$ cat src/rtl/counter_sequencer_if.sv
// Control and status bundle between the board wrapper and the counter sequencer.
// The wrapper side (buttons, switches, LEDs) uses the master modport; the
// sequencer uses the slave modport.
interface counter_sequencer_if #(
    parameter int WIDTH = 4
);
    logic             start;
    logic             stop;
    logic             pause;
    logic             up_down;
    logic             auto_reload;
    logic [WIDTH-1:0] load_val;
    logic [WIDTH-1:0] terminal;
    logic [WIDTH-1:0] q;
    logic             tick;
    logic             busy;
    logic             done;
    logic [1:0]       state;

    modport master (
        output start, stop, pause, up_down, auto_reload, load_val, terminal,
        input  q, tick, busy, done, state
    );

    modport slave (
        input  start, stop, pause, up_down, auto_reload, load_val, terminal,
        output q, tick, busy, done, state
    );
endinterface

$ cat src/rtl/counter_sequencer.sv
// Run-control sequencer for the clock-divided counter datapath. An embedded
// prescaler turns clock_in into a step tick; the FSM starts, pauses, stops and
// reloads the count and either halts or auto-reloads at a programmable terminal.
//
// state | meaning
// ------+-----------------------------------------------------------------
// IDLE  | stopped; q holds its last value, waiting for start
// RUN   | prescaler running; q steps up/down on every prescaler wrap
// PAUSE | prescaler and q frozen; busy stays high
// DONE  | terminal reached with auto_reload=0; done held high
//
// Input priority each cycle is stop > start > pause. Holding start high in RUN
// restarts every cycle, so the count never advances; button edge detection is
// the wrapper's job.
module counter_sequencer #(
    parameter int WIDTH = 4,
    parameter int DIV   = 25000000,
    parameter int DIV_W = 25
) (
    input  logic               clock_in,
    input  logic               reset,
    counter_sequencer_if.slave cs
);

    typedef enum logic [1:0] {
        ST_IDLE  = 2'b00,
        ST_RUN   = 2'b01,
        ST_PAUSE = 2'b10,
        ST_DONE  = 2'b11
    } state_t;

    localparam logic [DIV_W-1:0] PRESC_MAX = DIV_W'(DIV - 1);

    state_t           state_r, state_nx;
    logic [WIDTH-1:0] q_r, q_nx;
    logic [DIV_W-1:0] presc_r, presc_nx;
    logic             tick_r, tick_nx;
    logic             done_r, done_nx;
    logic             busy_r, busy_nx;
    logic             presc_last;

    assign presc_last = (presc_r == PRESC_MAX);

    // State, count, prescaler and registered status outputs.
    always_ff @(posedge clock_in or posedge reset) begin
        if (reset) begin
            state_r <= ST_IDLE;
            q_r     <= '0;
            presc_r <= '0;
            tick_r  <= 1'b0;
            done_r  <= 1'b0;
            busy_r  <= 1'b0;
        end else begin
            state_r <= state_nx;
            q_r     <= q_nx;
            presc_r <= presc_nx;
            tick_r  <= tick_nx;
            done_r  <= done_nx;
            busy_r  <= busy_nx;
        end
    end

    // Next-state, count step and prescaler update; a tick is only taken in RUN
    // when no stop, start or pause claims the cycle, so those discard it.
    always_comb begin
        state_nx = state_r;
        q_nx     = q_r;
        presc_nx = presc_r;
        tick_nx  = 1'b0;
        done_nx  = 1'b0;

        case (state_r)
            ST_IDLE: begin
                if (!cs.stop && cs.start) begin
                    state_nx = ST_RUN;
                    q_nx     = cs.load_val;
                    presc_nx = '0;
                end
            end

            ST_RUN: begin
                if (cs.stop) begin
                    state_nx = ST_IDLE;
                end else if (cs.start) begin
                    q_nx     = cs.load_val;
                    presc_nx = '0;
                end else if (cs.pause) begin
                    state_nx = ST_PAUSE;
                end else if (presc_last) begin
                    presc_nx = '0;
                    tick_nx  = 1'b1;
                    if (q_r == cs.terminal) begin
                        done_nx = 1'b1;
                        if (cs.auto_reload) begin
                            q_nx = cs.load_val;
                        end else begin
                            state_nx = ST_DONE;
                        end
                    end else if (cs.up_down) begin
                        q_nx = q_r + 1'b1;
                    end else begin
                        q_nx = q_r - 1'b1;
                    end
                end else begin
                    presc_nx = presc_r + 1'b1;
                end
            end

            ST_PAUSE: begin
                if (cs.stop) begin
                    state_nx = ST_IDLE;
                end else if (cs.start) begin
                    state_nx = ST_RUN;
                    q_nx     = cs.load_val;
                    presc_nx = '0;
                end else if (!cs.pause) begin
                    state_nx = ST_RUN;
                end
            end

            ST_DONE: begin
                if (cs.stop) begin
                    state_nx = ST_IDLE;
                end else if (cs.start) begin
                    state_nx = ST_RUN;
                    q_nx     = cs.load_val;
                    presc_nx = '0;
                end else begin
                    done_nx = 1'b1;
                end
            end

            default: begin
                state_nx = ST_IDLE;
            end
        endcase

        busy_nx = (state_nx == ST_RUN) || (state_nx == ST_PAUSE);
    end

    // Status outputs come straight from registers so they change with the state.
    always_comb begin
        cs.q     = q_r;
        cs.tick  = tick_r;
        cs.done  = done_r;
        cs.busy  = busy_r;
        cs.state = state_r;
    end

endmodule

$ cat src/flat_wrapper.sv
// flat-port wrapper written by rule: the top's interface ports become plain ports
module counter_sequencer_flat 
#(
    parameter int WIDTH = 4,
    parameter int DIV   = 25000000,
    parameter int DIV_W = 25
)
  (clock_in, reset, cs_start, cs_stop, cs_pause, cs_up_down, cs_auto_reload, cs_load_val, cs_terminal, cs_q, cs_tick, cs_busy, cs_done, cs_state);
  counter_sequencer_if #(.WIDTH(WIDTH)) cs_i ();
  input  logic clock_in;
  input  logic reset;
  input wire logic [$bits(cs_i.start)-1:0] cs_start;
  input wire logic [$bits(cs_i.stop)-1:0] cs_stop;
  input wire logic [$bits(cs_i.pause)-1:0] cs_pause;
  input wire logic [$bits(cs_i.up_down)-1:0] cs_up_down;
  input wire logic [$bits(cs_i.auto_reload)-1:0] cs_auto_reload;
  input wire logic [$bits(cs_i.load_val)-1:0] cs_load_val;
  input wire logic [$bits(cs_i.terminal)-1:0] cs_terminal;
  output wire logic [$bits(cs_i.q)-1:0] cs_q;
  output wire logic [$bits(cs_i.tick)-1:0] cs_tick;
  output wire logic [$bits(cs_i.busy)-1:0] cs_busy;
  output wire logic [$bits(cs_i.done)-1:0] cs_done;
  output wire logic [$bits(cs_i.state)-1:0] cs_state;
  assign cs_i.start = cs_start;
  assign cs_i.stop = cs_stop;
  assign cs_i.pause = cs_pause;
  assign cs_i.up_down = cs_up_down;
  assign cs_i.auto_reload = cs_auto_reload;
  assign cs_i.load_val = cs_load_val;
  assign cs_i.terminal = cs_terminal;
  assign cs_q = cs_i.q;
  assign cs_tick = cs_i.tick;
  assign cs_busy = cs_i.busy;
  assign cs_done = cs_i.done;
  assign cs_state = cs_i.state;
  counter_sequencer #(.WIDTH(WIDTH), .DIV(DIV), .DIV_W(DIV_W)) u_core (.clock_in(clock_in), .reset(reset), .cs(cs_i));
endmodule
$ cat config.mk
export PLATFORM = sky130hd
export DESIGN_NAME = counter_sequencer_flat
export DESIGN_NICKNAME = d
export VERILOG_FILES = /design/src/rtl/counter_sequencer_if.sv /design/src/rtl/counter_sequencer.sv /design/src/flat_wrapper.sv
export SDC_FILE = /design/constraint.sdc
export NUM_CORES = 1
export LEC_CHECK = 0
export CAP_MARGIN = 20
export CORE_MARGIN = 1.5
export CORE_UTILIZATION = 52
export CTS_BUF_LIST = sky130_fd_sc_hd__clkbuf_2
export DETAILED_ROUTE_END_ITERATION = 10
export HOLD_SLACK_MARGIN = 0.08
export PLACE_DENSITY = 0.75
export SYNTH_ARGS = -nofsm -noshare
export SYNTH_HDL_FRONTEND = slang
export SYNTH_SLANG_ARGS = --single-unit
$ cat constraint.sdc
create_clock -name clock_in -period 2.2 [get_ports clock_in]
set_input_delay 0.44 -clock clock_in [delete_from_list [all_inputs] [get_ports clock_in]]
set_output_delay 0.44 -clock clock_in [all_outputs]
set_load 0.05 [all_outputs]
* After elaboration in Yosys (flattened, before gate mapping)
Index checks and enable logic that the tools add are counted.
Cells by class: eq/ne operators 14, add/sub/neg operators 3, mux-type cells 45, reductions and logical operators 7
Operators by type and width (number):
- $mux 25 | 7
- $pmux 25 s3 | 1
- $mux 4 | 10
- $add 25x1->25 const B | 1
- $eq 25x25->1 const B | 1
- $mux 2 | 12
- $mux 1 | 12
- $pmux 4 s3 | 1
- $pmux 2 s4 | 1
- $reduce_and 7->1 | 1
- $eq 2x2->1 const B | 3
- $reduce_and 5->1 | 1
- $add 4x1->4 const B | 1
- $eq 2x1->1 const B | 2
- $eq 4x4->1 | 1
- $ne 2x1->1 const B | 2
- $ne 2x2->1 const B | 2
- $ne 4x4->1 const B | 1
- $sub 4x1->4 const B | 1
- $ne 3x2->1 const B | 1
- $ne 3x3->1 const B | 1
- $logic_not 2->1 | 1
- $pmux 1 s2 | 1
- $reduce_or 2->1 | 1
- 3 further kinds | 3
Storage, ports and cells: output and inout port bits 9, word-level logic and storage cells 75, register bits 34

* Longest topological paths before layout
word-level depth 9, mapped depth 8

* Worst setup path after synthesis
No wires, ideal clock.
path type flip-flop to flip-flop, from reg u_core.q_r[0], in the netlist u_core.cs.q[0], to reg u_core.q_r[2], in the netlist u_core.cs.q[2], stages on the path, launching flop included 5, setup slack 0.082 ns, data arrival time 1.993 ns, required time 2.075 ns, period minus slack after synthesis 2.118 ns, setup time 0.125 ns, cells stage by stage dfrtp_1 xor2_1 o41ai_2 o21ai_0 mux2_4
On the way: word-level cells in the longest chain between the ends 8, elaborated cells between the ends (all ways) 12, those cells by class 2 x add/sub; 2 x eq/ne; 7 x mux; 1 x reduce/logical
Ends and longest elaborated chain:
- start: declaration | line counter_sequencer.sv:35 | logic [WIDTH-1:0] q_r, q_nx;
- start signal: assignment | line counter_sequencer.sv:55 | q_r <= q_nx;
- $sub 4x1->4 / $add 4x1->4 (equally long branches) | line counter_sequencer.sv:102, counter_sequencer.sv:100
- $mux 4 | line counter_sequencer.sv:99 | end else if (cs.up_down) begin
- $mux 4 | line counter_sequencer.sv:92 | if (q_r == cs.terminal) begin
- $mux 4 | line counter_sequencer.sv:89 | end else if (presc_last) begin
- $mux 4 | line counter_sequencer.sv:87 | end else if (cs.pause) begin
- $mux 4 | line counter_sequencer.sv:84 | end else if (cs.start) begin
- $mux 4 | line counter_sequencer.sv:82 | if (cs.stop) begin
- $pmux 4 s3 | line counter_sequencer.sv:72 | case (state_r)
Several ways; a longest one is shown, not always the timed one. The select of a mux whose other input is x is not followed. A chain may end at the register's enable or synchronous reset.

* Worst setup path after layout
from reg u_core.presc_r[8], to reg u_core.presc_r[3]
On the way: word-level cells in the longest chain between the ends 6
Ends and longest elaborated chain:
- start: declaration | line counter_sequencer.sv:36 | logic [DIV_W-1:0] presc_r, presc_nx;
- start signal: assignment | line counter_sequencer.sv:56 | presc_r <= presc_nx;
- $eq 25x25->1 | line counter_sequencer.sv:42 | assign presc_last = (presc_r == PRESC_MAX);
- $mux 25 | line counter_sequencer.sv:89
- $mux 25 | line counter_sequencer.sv:87
- $mux 25 | line counter_sequencer.sv:84
- $mux 25 | line counter_sequencer.sv:82
- $pmux 25 s3 | line counter_sequencer.sv:72
Every way passes these cells. The select of a mux whose other input is x is not followed.

==> summary.txt <==
Place
  • RePlAce Congestion: 0.8393
  • Dpl cells: ~300
  • PortBufs: 23
  • HPWL after detailed placement: 3.300 mm

Timing
  • Period Utilization, post-route: 96.53%
  • # setup viols final: 0
  • Fmax: 470.9 MHz
  • Fin. max-slew vios: 0
  • Slew headroom: 65.83%
  • RSZ-0062 raised after global routing: no
  • Hold Fails Final Rpt: 0
  • Fin Setup TNS: 0 ns
  • Final worst clock skew: ~0.017 ns
  • Minimum clock period: approximately 2.1 ns
  • Worst Tran Pin Value: 0.5110 ns

Worst hold path
  • Hold Path Class: in2async

Clock network
  • Clk_lat worst skew: ~0.37 ns
  • H-tree lvl count: 2
  • CTS clock-pin slew for the worst setup and hold paths: between 0.15 and 0.2 ns
  • Max Root-Sink Buffers: 2
  • Sink Count: 34
  • CTS tree: done
  • CTS buffer count: 5
  • CTS Root Cell: clkbuf_2

Detailed routing
  • Initial drt markers: 147
  • Post-DRT Antenna Nets: 0
  • Final wirelength: ~4.4 mm
  • # DRC: 0
  • Routed via count: 1775
  • Vias per inst: 5.653
  • DRT Pass-1 Iters: 4
  • Routed len/inst: 14.08 um

Die
  • Die Height: 65.34 um
  • Initial Util: between 50% and 60%
  • IO Pins: 24
  • DIE WIDTH: 65.34 um
  • Row Count: 22
  • Die Area: 4269 um2
  • Core area: 3689 um2

Layout
  • Fill count: 304
  • Final cell count without fillers: 314
  • Layout cells sized above 1: 16.17%
  • Most frequent cells in the layout: dfrtp_1 (33), nor2_1 (26), nand2_1 (24), buf_4 (24), clkdlybuf4s50_1 (20)
  • Antenna cell count: 0
  • Commonest non-fill, non-tap cell in the layout: dfrtp_1
  • Layout area overhead: 24.27%
  • # nets final: roughly 290

Yosys
  • Post-Synthesis Cells: 219
  • Syn_area_per_cell: 9.227 um2
  • Main synth FF type: dfrtp_1
  • Synthesis-stage register bit count: 34
  • Syn_nets: 238
  • Netlist cell types: 53
  • Cell Area, Synth: 2021 um2
  • Sequential area share after synthesis: 42.11%
  • YS warnings: 0
  • Async SR Flop Fraction: 100.0%
  • Post-synth EDFFs: 0

Setup path
  • R2R Path End: u_core.presc_r[3]
  • CP cell instances: or4_4, nor4_4, buf_4, a21oi_4, buf_4, a21o_1, a22o_1
  • Reg2Reg Launch Point: u_core.presc_r[8]
  • Slowest stage delay, CP: approximately 0.56 ns
  • R2r worst-path depth: 7
  • Critical path type: reg2reg
  • Startpoint Class: register
  • Slowest-stage cell, CP: or4_4
  • Worst EP required: between 2 and 2.5 ns
  • Crit end category: register
  • Crit-path most repeated cell: buf_4
  • Critical path arrival: 2.39 ns
  • Critical path peak fanout: 4
  • Reg-to-reg slack, setup: 0.08 ns

Power and ir drop
  • Leak pwr: roughly 1.1 nW
  • Switching Share: 31.71%
  • P_sw: 0.4035 mW
  • Int Pwr: about 0.87 mW
  • Pwr/cell area: 506.8 nW/um2
  • Seq pwr share: 53.4%
  • Clock network fraction of design power: between 20% and 30%
  • Peak supply drop: 396.6 uV
  • Combinational share of power: 25.2%

GRT
  • Antenna violations before repair: 0
  • Grt ovf: 0
  • Vias in the first global route: between 1500 and 2000
  • Global-route usage over all layers: 23.31%
  • First-pass GRT wire length: 7.748 mm
  • Largest net degree at the start of global routing: 35

Job
  • Max-cap violation count: 0

Run status
  • Status: completed
## timing repair
action,CTS,global route
gates resized for setup,0,5
buffers inserted,0,1
setup endpoints to repair,0,5
hold buffers,0,0
## worst max path at each step
stage | from | end | depth (start not counted)
after floorplan | u_core.cs.q[0] | u_core.cs.q[2] | 4
after global placement | cs_terminal[1] | u_core.cs.q[0] | 6
after detailed placement | cs_terminal[1] | u_core.cs.q[0] | 6
after CTS | u_core.cs.q[0] | cs_q[0] | 1
after global routing | u_core.cs.state[0] | cs_state[0] | 1
final | u_core.presc_r[8] | u_core.presc_r[3] | 7
## cell families (layout without fill, tap and decap cells)
group,Yosys count,in the layout,share of synthesized area (%)
DFF,34,34,42.11
and+or+nand+nor,100,100,26.63
muxes,5,5,2.724
adders and majority gates,5,5,3.344
xor gates and xnor gates,19,19,8.235
buffers and inverters,13,60,2.662
AOI/OAI and AO/OA,43,43,14.31
## power by group through the flow
stage	combinational, mW	clock (mW)	sequential [mW]
final	0.321	0.273	0.679
after global routing	0.350	0.309	0.686
after CTS	0.323	0.280	0.681
after detailed placement	0.323	0	0.692
after global placement	0.318	0	0.692
after floorplan	0.137	0	0.755
## per-layer routing
metal / vias to the layer above / GRT usage [%] / part of all wire (%)
li1: 881 / - / -
met1: 838 / 31.14 / 47
met5: - / 0 / 0
met4: 0 / 7.292 / 0.93
met3: 8 / 4.281 / 4.8
met2: 48 / 38.52 / 47
## synthesized netlist by cell type (2+ instances only)
cell type | instances | area, um2
a21oi_2 | 2 | 17.52
xor2_1 | 6 | 52.55
a21o_1 | 4 | 30.03
and4_1 | 4 | 35.03
dfrtp_1 | 34 | 850.8
nand3_1 | 9 | 45.04
and2_1 | 2 | 12.51
nand2_1 | 24 | 90.09
nor4_1 | 6 | 37.54
o21ai_0 | 10 | 50.05
a21oi_1 | 10 | 50.05
inv_1 | 6 | 22.52
nor2_1 | 26 | 97.59
nand4_1 | 5 | 31.28
nor3_1 | 5 | 25.02
a22o_1 | 2 | 17.52
ha_1 | 3 | 37.54
nor3b_1 | 2 | 15.01
xnor2_1 | 13 | 113.9
o31ai_1 | 2 | 15.01
mux2i_1 | 4 | 40.04
and3_1 | 5 | 31.28
clkbuf_1 | 5 | 18.77
## state kept, by name (all words and copies together), names as in the netlist
signal / count
u_core.presc_r: 25
u_core.cs.q: 4
u_core.cs.state: 2
u_core.cs.busy: 1
u_core.cs.done: 1
u_core.cs.tick: 1
## worst max-delay path, delay by kind of cell, from the launching register on
family / cells / cell delay [ns]
AOI/OAI and AO/OA: 3 / 0.43
and+or+nand+nor: 2 / 0.83
DFF: 1 / 0.42
buffers and inverters: 2 / 0.34
## final cells by class
class | instances | area, um2 | share of cell area, %
inverters | 6 | 22.52 | 0.8969
repair buffers | 47 | 417.9 | 16.64
well taps | 48 | 60.06 | 2.392
flip-flops and latches | 34 | 852.1 | 33.93
clock buffers | 7 | 35.03 | 1.395
multi-input cells | 172 | 1124 | 44.74
## metrics by stage
| stage | power, mW | hold WS (ns) | cell area, um2 | util, % | worst slack (ns) |
|---|---|---|---|---|---|
| after floorplan | 0.8918 | 0.4779 | 2021 | - | 0.08160 |
| after global placement | 1.011 | 0.5050 | 2452 | 66.49 | -0.01831 |
| after detailed placement | 1.014 | 0.5245 | 2452 | 66.49 | -0.06617 |
| after CTS | 1.284 | 0.4520 | 2487 | 67.44 | 0.005612 |
| after global routing | 1.346 | 0.4696 | 2511 | 68.08 | 0.002454 |
| final | 1.273 | 0.4402 | 2511 | 68.08 | 0.07632 |
Note: power is estimated with default switching activity, not from simulation.
